==> src/rtl/up_pkg.sv <==
// Shared types and defaults for the up core boot loader.
package up_pkg;

    localparam int ADDR_W_DEF  = 8;
    localparam int RST_CYC_DEF = 4;

    typedef logic [7:0] byte_t;

    typedef enum logic [1:0] {
        RUN   = 2'd0,
        LOAD  = 2'd1,
        DRAIN = 2'd2,
        RESET = 2'd3
    } ld_state_t;

endpackage

==> src/rtl/up_loader_if.sv <==
// Byte-level bundle between the loader, the UART rx/tx, the memory write port and the core controls.
interface up_loader_if
    import up_pkg::*;
#(
    parameter int ADDR_W = ADDR_W_DEF
) ();

    logic              rx_valid;
    byte_t             rx_data;
    logic              tx_ready;
    logic              tx_valid;
    byte_t             tx_data;
    logic              mem_we;
    logic [ADDR_W-1:0] mem_addr;
    byte_t             mem_wdata;
    logic              core_halt;
    logic              core_rst;
    byte_t             csum;
    logic              wrapped;
    logic              echo_drop;

    modport master (
        input  rx_valid, rx_data, tx_ready,
        output tx_valid, tx_data, mem_we, mem_addr, mem_wdata,
        output core_halt, core_rst, csum, wrapped, echo_drop
    );

    modport slave (
        output rx_valid, rx_data, tx_ready,
        input  tx_valid, tx_data, mem_we, mem_addr, mem_wdata,
        input  core_halt, core_rst, csum, wrapped, echo_drop
    );

endinterface

==> src/rtl/up_sync.sv <==
// Multi-stage flop synchroniser for slow asynchronous pins (prog, interrupt lines).
module up_sync #(
    parameter int WIDTH  = 1,
    parameter int STAGES = 2
) (
    input  logic             clk,
    input  logic             rst,
    input  logic [WIDTH-1:0] d,
    output logic [WIDTH-1:0] q
);

    generate
        for (genvar gi = 0; gi < STAGES; gi++) begin : g_stage
            logic [WIDTH-1:0] q_reg;
            if (gi == 0) begin : g_first
                always_ff @(posedge clk) begin
                    if (rst) q_reg <= '0;
                    else     q_reg <= d;
                end
            end else begin : g_chain
                always_ff @(posedge clk) begin
                    if (rst) q_reg <= '0;
                    else     q_reg <= g_stage[gi-1].q_reg;
                end
            end
        end
    endgenerate

    assign q = g_stage[STAGES-1].q_reg;

endmodule

==> src/rtl/up_loader.sv <==
// Boot loader: streams UART bytes into up_memory while prog is held, then pulses core reset and
// releases the core. Each loaded byte is echoed back and summed for host-side verification.
module up_loader
    import up_pkg::*;
#(
    parameter int ADDR_W  = ADDR_W_DEF,
    parameter int RST_CYC = RST_CYC_DEF
) (
    input  logic        clk,
    input  logic        rst,
    input  logic        prog,
    up_loader_if.master bus
);

    localparam int CNT_W = $clog2(RST_CYC + 1);

    ld_state_t         state_reg, state_next;
    logic [ADDR_W-1:0] addr_reg, addr_next;
    logic [ADDR_W-1:0] mem_addr_reg, mem_addr_next;
    logic [CNT_W-1:0]  cnt_reg, cnt_next;
    byte_t             csum_reg, csum_next;
    byte_t             tx_data_reg, tx_data_next;
    byte_t             mem_wdata_reg, mem_wdata_next;
    logic              wrapped_reg, wrapped_next;
    logic              echo_drop_reg, echo_drop_next;
    logic              tx_valid_reg, tx_valid_next;
    logic              mem_we_reg, mem_we_next;
    logic              progs, progs_d_reg, prog_fall, accept;

    up_sync #(.WIDTH(1), .STAGES(2)) u_prog_sync (
        .clk (clk),
        .rst (rst),
        .d   (prog),
        .q   (progs)
    );

    assign prog_fall = progs_d_reg & ~progs;

    always_ff @(posedge clk) begin
        if (rst) begin
            state_reg     <= RUN;
            addr_reg      <= '0;
            mem_addr_reg  <= '0;
            cnt_reg       <= CNT_W'(RST_CYC);
            csum_reg      <= '0;
            tx_data_reg   <= '0;
            mem_wdata_reg <= '0;
            wrapped_reg   <= 1'b0;
            echo_drop_reg <= 1'b0;
            tx_valid_reg  <= 1'b0;
            mem_we_reg    <= 1'b0;
            progs_d_reg   <= 1'b0;
        end else begin
            state_reg     <= state_next;
            addr_reg      <= addr_next;
            mem_addr_reg  <= mem_addr_next;
            cnt_reg       <= cnt_next;
            csum_reg      <= csum_next;
            tx_data_reg   <= tx_data_next;
            mem_wdata_reg <= mem_wdata_next;
            wrapped_reg   <= wrapped_next;
            echo_drop_reg <= echo_drop_next;
            tx_valid_reg  <= tx_valid_next;
            mem_we_reg    <= mem_we_next;
            progs_d_reg   <= progs;
        end
    end

    always_comb begin
        state_next     = state_reg;
        addr_next      = addr_reg;
        mem_addr_next  = mem_addr_reg;
        cnt_next       = cnt_reg;
        csum_next      = csum_reg;
        tx_data_next   = tx_data_reg;
        mem_wdata_next = mem_wdata_reg;
        wrapped_next   = wrapped_reg;
        echo_drop_next = echo_drop_reg;
        tx_valid_next  = tx_valid_reg;
        mem_we_next    = 1'b0;
        accept         = bus.rx_valid && (state_reg == LOAD || state_reg == DRAIN);

        // One counter serves both the post-rst pulse and the RESET state pulse.
        if (cnt_reg != '0) cnt_next = cnt_reg - 1'b1;

        case (state_reg)
            RUN: begin
                // Level test so a prog held through DRAIN/RESET starts a new session at once.
                if (progs) begin
                    state_next     = LOAD;
                    addr_next      = '0;
                    csum_next      = '0;
                    wrapped_next   = 1'b0;
                    echo_drop_next = 1'b0;
                end
            end
            LOAD:  if (prog_fall) state_next = DRAIN;
            DRAIN: begin
                state_next = RESET;
                cnt_next   = CNT_W'(RST_CYC);
            end
            RESET: if (cnt_reg == CNT_W'(1)) state_next = RUN;
            default: state_next = RUN;
        endcase

        if (accept) begin
            mem_we_next    = 1'b1;
            mem_addr_next  = addr_reg;
            mem_wdata_next = bus.rx_data;
            addr_next      = addr_reg + 1'b1;
            csum_next      = csum_reg + bus.rx_data;
            if (addr_reg == '1) wrapped_next = 1'b1;
        end

        if (tx_valid_reg && bus.tx_ready) tx_valid_next = 1'b0;
        if (accept) begin
            if (tx_valid_reg && !bus.tx_ready) echo_drop_next = 1'b1;
            tx_valid_next = 1'b1;
            tx_data_next  = bus.rx_data;
        end
    end

    assign bus.tx_valid  = tx_valid_reg;
    assign bus.tx_data   = tx_data_reg;
    assign bus.mem_we    = mem_we_reg;
    assign bus.mem_addr  = mem_addr_reg;
    assign bus.mem_wdata = mem_wdata_reg;
    assign bus.core_halt = (state_reg != RUN);
    assign bus.core_rst  = (cnt_reg != '0);
    assign bus.csum      = csum_reg;
    assign bus.wrapped   = wrapped_reg;
    assign bus.echo_drop = echo_drop_reg;

endmodule

==> src/flat_wrapper.sv <==
// flat-port wrapper written by rule: the top's interface ports become plain ports
module up_loader_flat import up_pkg::*;
#(
    parameter int ADDR_W  = ADDR_W_DEF,
    parameter int RST_CYC = RST_CYC_DEF
)
  (clk, rst, prog, bus_rx_valid, bus_rx_data, bus_tx_ready, bus_tx_valid, bus_tx_data, bus_mem_we, bus_mem_addr, bus_mem_wdata, bus_core_halt, bus_core_rst, bus_csum, bus_wrapped, bus_echo_drop);
  up_loader_if #(.ADDR_W(ADDR_W)) bus_i ();
  input  logic clk;
  input  logic rst;
  input  logic prog;
  input wire logic [$bits(bus_i.rx_valid)-1:0] bus_rx_valid;
  input wire logic [$bits(bus_i.rx_data)-1:0] bus_rx_data;
  input wire logic [$bits(bus_i.tx_ready)-1:0] bus_tx_ready;
  output wire logic [$bits(bus_i.tx_valid)-1:0] bus_tx_valid;
  output wire logic [$bits(bus_i.tx_data)-1:0] bus_tx_data;
  output wire logic [$bits(bus_i.mem_we)-1:0] bus_mem_we;
  output wire logic [$bits(bus_i.mem_addr)-1:0] bus_mem_addr;
  output wire logic [$bits(bus_i.mem_wdata)-1:0] bus_mem_wdata;
  output wire logic [$bits(bus_i.core_halt)-1:0] bus_core_halt;
  output wire logic [$bits(bus_i.core_rst)-1:0] bus_core_rst;
  output wire logic [$bits(bus_i.csum)-1:0] bus_csum;
  output wire logic [$bits(bus_i.wrapped)-1:0] bus_wrapped;
  output wire logic [$bits(bus_i.echo_drop)-1:0] bus_echo_drop;
  assign bus_i.rx_valid = bus_rx_valid;
  assign bus_i.rx_data = bus_rx_data;
  assign bus_i.tx_ready = bus_tx_ready;
  assign bus_tx_valid = bus_i.tx_valid;
  assign bus_tx_data = bus_i.tx_data;
  assign bus_mem_we = bus_i.mem_we;
  assign bus_mem_addr = bus_i.mem_addr;
  assign bus_mem_wdata = bus_i.mem_wdata;
  assign bus_core_halt = bus_i.core_halt;
  assign bus_core_rst = bus_i.core_rst;
  assign bus_csum = bus_i.csum;
  assign bus_wrapped = bus_i.wrapped;
  assign bus_echo_drop = bus_i.echo_drop;
  up_loader #(.ADDR_W(ADDR_W), .RST_CYC(RST_CYC)) u_core (.clk(clk), .rst(rst), .prog(prog), .bus(bus_i));
endmodule
==> config.mk <==
export PLATFORM = sky130hd
export DESIGN_NAME = up_loader_flat
export DESIGN_NICKNAME = d
export VERILOG_FILES = /design/src/rtl/up_pkg.sv /design/src/rtl/up_loader_if.sv /design/src/rtl/up_sync.sv /design/src/rtl/up_loader.sv /design/src/flat_wrapper.sv
export SDC_FILE = /design/constraint.sdc
export NUM_CORES = 1
export LEC_CHECK = 0
export CORE_MARGIN = 2
export CORE_UTILIZATION = 53
export DETAILED_ROUTE_END_ITERATION = 16
export GPL_ROUTABILITY_DRIVEN = 0
export PLACE_DENSITY = 0.91
export SYNTH_ARGS = -nofsm -noshare
export SYNTH_HDL_FRONTEND = slang
export SYNTH_HIERARCHICAL = 1
export SYNTH_SLANG_ARGS = --single-unit
==> constraint.sdc <==
create_clock -name clk -period 4.5 [get_ports clk]
set_input_delay 0.9 -clock clk [delete_from_list [all_inputs] [get_ports clk]]
set_output_delay 0.9 -clock clk [all_outputs]
set_load 0.05 [all_outputs]
=== Yosys cells after proc, flatten, opt, wreduce, memory -nomap -nowiden ===
Cells that the tools add are included.

* Register bits after elaboration: 44
* Input port bits: 13
* Output and inout bits: 38
* Word-level logic and storage cells: 59

* $add $sub $neg: 3
* Equality and inequality tests: 8
* Muxes and demuxes: 19
* Bitwise gates (word level): 2
* Reduce and logical (&&, ||, !) cells: 14

{| class="wikitable"
|+ Operators with widths
! cell !! number
|-
| $mux 8 || 4
|-
| $mux 1 || 11
|-
| $add 8x1->8 const B || 1
|-
| $add 8x8->8 || 1
|-
| $eq 8x8->1 const B || 1
|-
| $pmux 2 s4 || 1
|-
| $reduce_bool 2->1 || 4
|-
| $mux 2 || 3
|-
| $eq 2x2->1 const B || 2
|-
| $ne 2x1->1 const B || 2
|-
| $eq 3x1->1 const B || 1
|-
| $logic_and 1x1->1 || 3
|-
| $reduce_and 3->1 || 1
|-
| $reduce_bool 3->1 || 1
|-
| $sub 3x1->3 const B || 1
|-
| $eq 2x1->1 const B || 1
|-
| $logic_not 2->1 || 1
|-
| $ne 2x2->1 const B || 1
|-
| $reduce_and 2->1 || 1
|-
| $reduce_or 2->1 || 1
|-
| $and 1x1->1 || 1
|-
| $logic_not 1->1 || 1
|-
| $logic_or 1x1->1 || 1
|-
| $not 1->1 || 1
|}

=== Logic depth before layout (Yosys ltp) ===
* Depth in word-level cells: 5
* Gate-level depth with buffers: 8
* Depth with buffers taken out: 7

=== Hierarchy ===
The synthesis kept the hierarchy.

{| class="wikitable"
|+ Modules (own cells, without submodules)
! module !! instances !! cells an instance !! area an instance (sq um) !! sequential area each (sq um)
|-
| up_loader || 1 || 243 || 2,018.2 || 840.8
|-
| up_sync || 1 || 4 || 52.6 || 40.0
|}

=== Worst setup path after synthesis ===
OpenSTA, ideal clock, no wires.

* Path type: input-to-reg
* Start: input port bus_rx_data[0]
* End: register u_core.csum_reg[6], in the netlist u_core/bus.csum[6]
* Library setup time: 122 ps
* Arrival time: 2,125 ps
* Data required time: 4,378 ps
* Setup slack: 2,253 ps
* Cell stages on the path: 7
* Buffers on the path: 0
* Path through: ha_1 > fa_1 > a21oi_1 > o21ai_0 > a21oi_1 > xor2_1 > o21ai_0

* Longest elaborated chain between the ends: 2

{| class="wikitable"
|+ Ends and longest elaborated chain
! element !! line !! text
|-
| start, declared || flat_wrapper.sv:13 || <nowiki>input wire logic [$bits(bus_i.rx_data)-1:0] bus_rx_data;</nowiki>
|-
| $add 8x8->8 || up_loader.sv:111 || <nowiki>csum_next = csum_reg + bus.rx_data;</nowiki>
|-
| $mux 8 || up_loader.sv:106 || <nowiki>if (accept) begin</nowiki>
|-
| end signal, assigned || up_loader.sv:58 || <nowiki>csum_reg <= csum_next;</nowiki>
|-
| end, declared || up_loader.sv:21 || <nowiki>byte_t csum_reg, csum_next;</nowiki>
|}

No other way between the ends.
A chain may end at the register's enable or synchronous reset.

=== Worst setup path in the final report ===
* Start: register u_core.cnt_reg[0]
* End: output port bus_core_rst

* Longest elaborated chain between the ends: 1

{| class="wikitable"
|+ Ends and longest elaborated chain
! element !! line !! text
|-
| start, declared || up_loader.sv:20 || <nowiki>logic [CNT_W-1:0] cnt_reg, cnt_next;</nowiki>
|-
| start signal, assigned || up_loader.sv:44 || <nowiki>cnt_reg <= CNT_W'(RST_CYC);</nowiki>
|-
| start signal, assigned || up_loader.sv:57 || <nowiki>cnt_reg <= cnt_next;</nowiki>
|-
| $reduce_bool 3->1 || up_loader.sv:129 || <nowiki>assign bus.core_rst = (cnt_reg != '0);</nowiki>
|-
| end, declared || flat_wrapper.sv:21 || <nowiki>output wire logic [$bits(bus_i.core_rst)-1:0] bus_core_rst;</nowiki>
|}

No other way between the ends.

==> results.cfg <==
[logic_synthesis]
yosys-top-cells-area = dfxtp_1 (43%), ha_1 (9.7%), nand2_1 (7.8%)
syn_avg_cell_area_um2 = 8.38
synth_seq_area_share_pct = 42.5
yosysWarnings = 6
ys_seq_elements = 44
syn_nets = 277
syn_inst = 247
ys_types = 38
synthFlopType = dfxtp_1
synthDominantCellAreaShare_pct = 42.5
yosys.area.top_type = dfxtp_1
synth_edf_count = 0
syn_area_mm2 = 0.00207
async_flop_share_pct = 0

[placement]
io_buffers = 50
dp_hpwl_mm = 3.18
placed_cells = 329
dpl_cell_area_mm2 = 0.00254

[cts]
h-tree-depth = 2
cts.clk_slew.worst_paths_ns = 0.08
cts_buffers = 5
cts_root_buffer = clkbuf_8
clock_latency_ns = 0.30
hold_buffers = 0
postCtsSetupBuffers = 0
cts_tree = done
max-clock-path-buffers = 2
clkSinkCount = 44
post_cts_resized = 0

[grt]
antenna_found_initial = 0
overflow = 0
grt_usage_pct = 21.2
grt_pass1_vias = 1698
grt_max_degree = 31
grt_pass1_wl_mm = 7.26

[timing]
tns_ns = 0
max_slew_margin_pct = 31.4
layout_min_cycle_time_ns = 2.85
final_max_slew_viol_count = 0
hold_slack_ns = 0.459
fmax_ghz = 0.351
fin_worst_skew_ns = 0.00244
worst_pin_slew_ns = 1.03
hold_violations = 0
rsz0062_at_grt = no
min_period_over_period_pct = 63.3
setup_viol = 0

[power_and_ir_drop]
vdd_drop_max_uv = 306
finalPower_w = 0.00140
power_density_mw_per_mm2 = 530
p_leak_nw = 0.990

[min_path]
hold_start = u_core/bus.mem_addr[7]
hold_depth = 2
hp-class = reg -> reg
holdPathEnd = u_core/bus.mem_addr[7]

[critical_path]
arrival_ns = 1.95
r2r_end = u_core/bus.csum[6]
ff2ff_setup_slack_ns = 2.13
critical_path_class = reg -> out
start_kind = register
reg2reg_depth = 7
crit_required_ns = 3.60
worst_setup_path_end_kind = primary output
r2r_start = u_core/state_reg[0]
worstPathMaxFanout = 4

[final_layout]
syn_to_final_growth_pct = 27.2
drive_gt1_share_pct = 3.81
finalNetCount = 318
fill_cells = 287
layout.cells.non_filler = 337
fin_area_mm2 = 0.00263
mostFrequentLayoutCells = clkdlybuf4s50_1 (50), dfxtp_1 (44), nand2_1 (43)
diodes = 0
final_common_cell = clkdlybuf4s50_1

[route]
wire_per_inst_um = 13.1
drtIter0Drc = 109
dr.pass1.iters = 4
final_antenna_net_count = 0
routed_wl_mm = 4.41
via_count = 1823
routed_via_density = 5.41
drc = 0

[die]
coreArea_mm2 = 0.00372
ios = 51
fp.dieW_um = 66.5
dieArea_mm2 = 0.00442
fp.dieH_um = 66.5
start_util_pct = 55.7
rows = 22

[flow_run]
cap_viol_max_count = 0

[run_status]
status = finished, final reports clean
-- metrics by stage --
stage / util, % / setup WS [ns]
final: 70.9 / 1.65
after global routing: 70.9 / 1.56
after detailed placement: 68.4 / 1.62
after CTS: 70.9 / 1.64
after floorplan: - / 2.25
after global placement: 68.4 / 1.67
-- report_power, final --
group / switching [W] / total [W] / internal [W]
Combinational: 0.000424 / 0.000646 / 0.000222
Sequential: 0.0000465 / 0.000494 / 0.000448
Clock: 0.000132 / 0.000255 / 0.000123
Total: 0.000603 / 0.00140 / 0.000792
-- critical path, cell delays in order (launching register included) --
cell             delay [ns]
dfxtp_1                0.38
inv_1                  0.08
ha_1                   0.21
nand2b_1               0.16
clkdlybuf4s50_1        0.83
-- worst max-delay path by stage --
stage	startpoint	depth (start not counted)	endpoint	slack, ns
after detailed placement	bus_rx_valid	5	u_core/bus.csum[2]	1.62
after CTS	u_core/cnt_reg[0]	4	bus_core_rst	1.64
after floorplan	bus_rx_data[0]	7	u_core/bus.csum[6]	2.25
after global placement	bus_rx_valid	5	u_core/bus.csum[2]	1.67
final	u_core/cnt_reg[0]	4	bus_core_rst	1.65
after global routing	u_core/cnt_reg[0]	4	bus_core_rst	1.56
-- metal layers --
layer / wire length (µm) / global-route usage, %
met1: 1990 / 25.9
met4: 54 / 8.93
met3: 206 / 5.41
met5: 0 / 0
met2: 2160 / 35.4
-- area by class of cell --
| class | count | area, µm² | area share [%] |
|---|---|---|---|
| multi-input combinational | 178 | 1060 | 40.3 |
| sequential | 44 | 881 | 33.4 |
| timing repair buffer | 51 | 508 | 19.3 |
| clock buffer | 6 | 82.6 | 3.14 |
| tap | 48 | 60.1 | 2.28 |
| inverter | 8 | 30.0 | 1.14 |
| clock inverter | 2 | 10.0 | 0.380 |
-- cell usage after synthesis, drive strengths merged (2+ instances only) --
cell    instances
clkbuf          5
a311oi          4
nor3            4
nor2b           4
and2            2
xnor2           3
ha             16
o21ai           9
xor2            3
nand2b          4
a21oi          29
nand4           2
nand2          43
inv             8
dfxtp          44
a21o            2
buf            12
nor2           26
a211oi          4
nand3           4
a31oi           3
a22oi           4
-- cell families after synthesis --
| logic type | count (synthesis) | synth area share, % |
|---|---|---|
| simple gates | 93 | 19.5 |
| compound gates | 61 | 18.2 |
| flops | 44 | 42.5 |
| buf+inv | 25 | 6.16 |
| fa+ha+maj | 17 | 10.6 |
| xor+xnor | 6 | 2.54 |
| mux | 1 | 0.483 |
No activity file was read; power rests on OpenSTA's default activity.
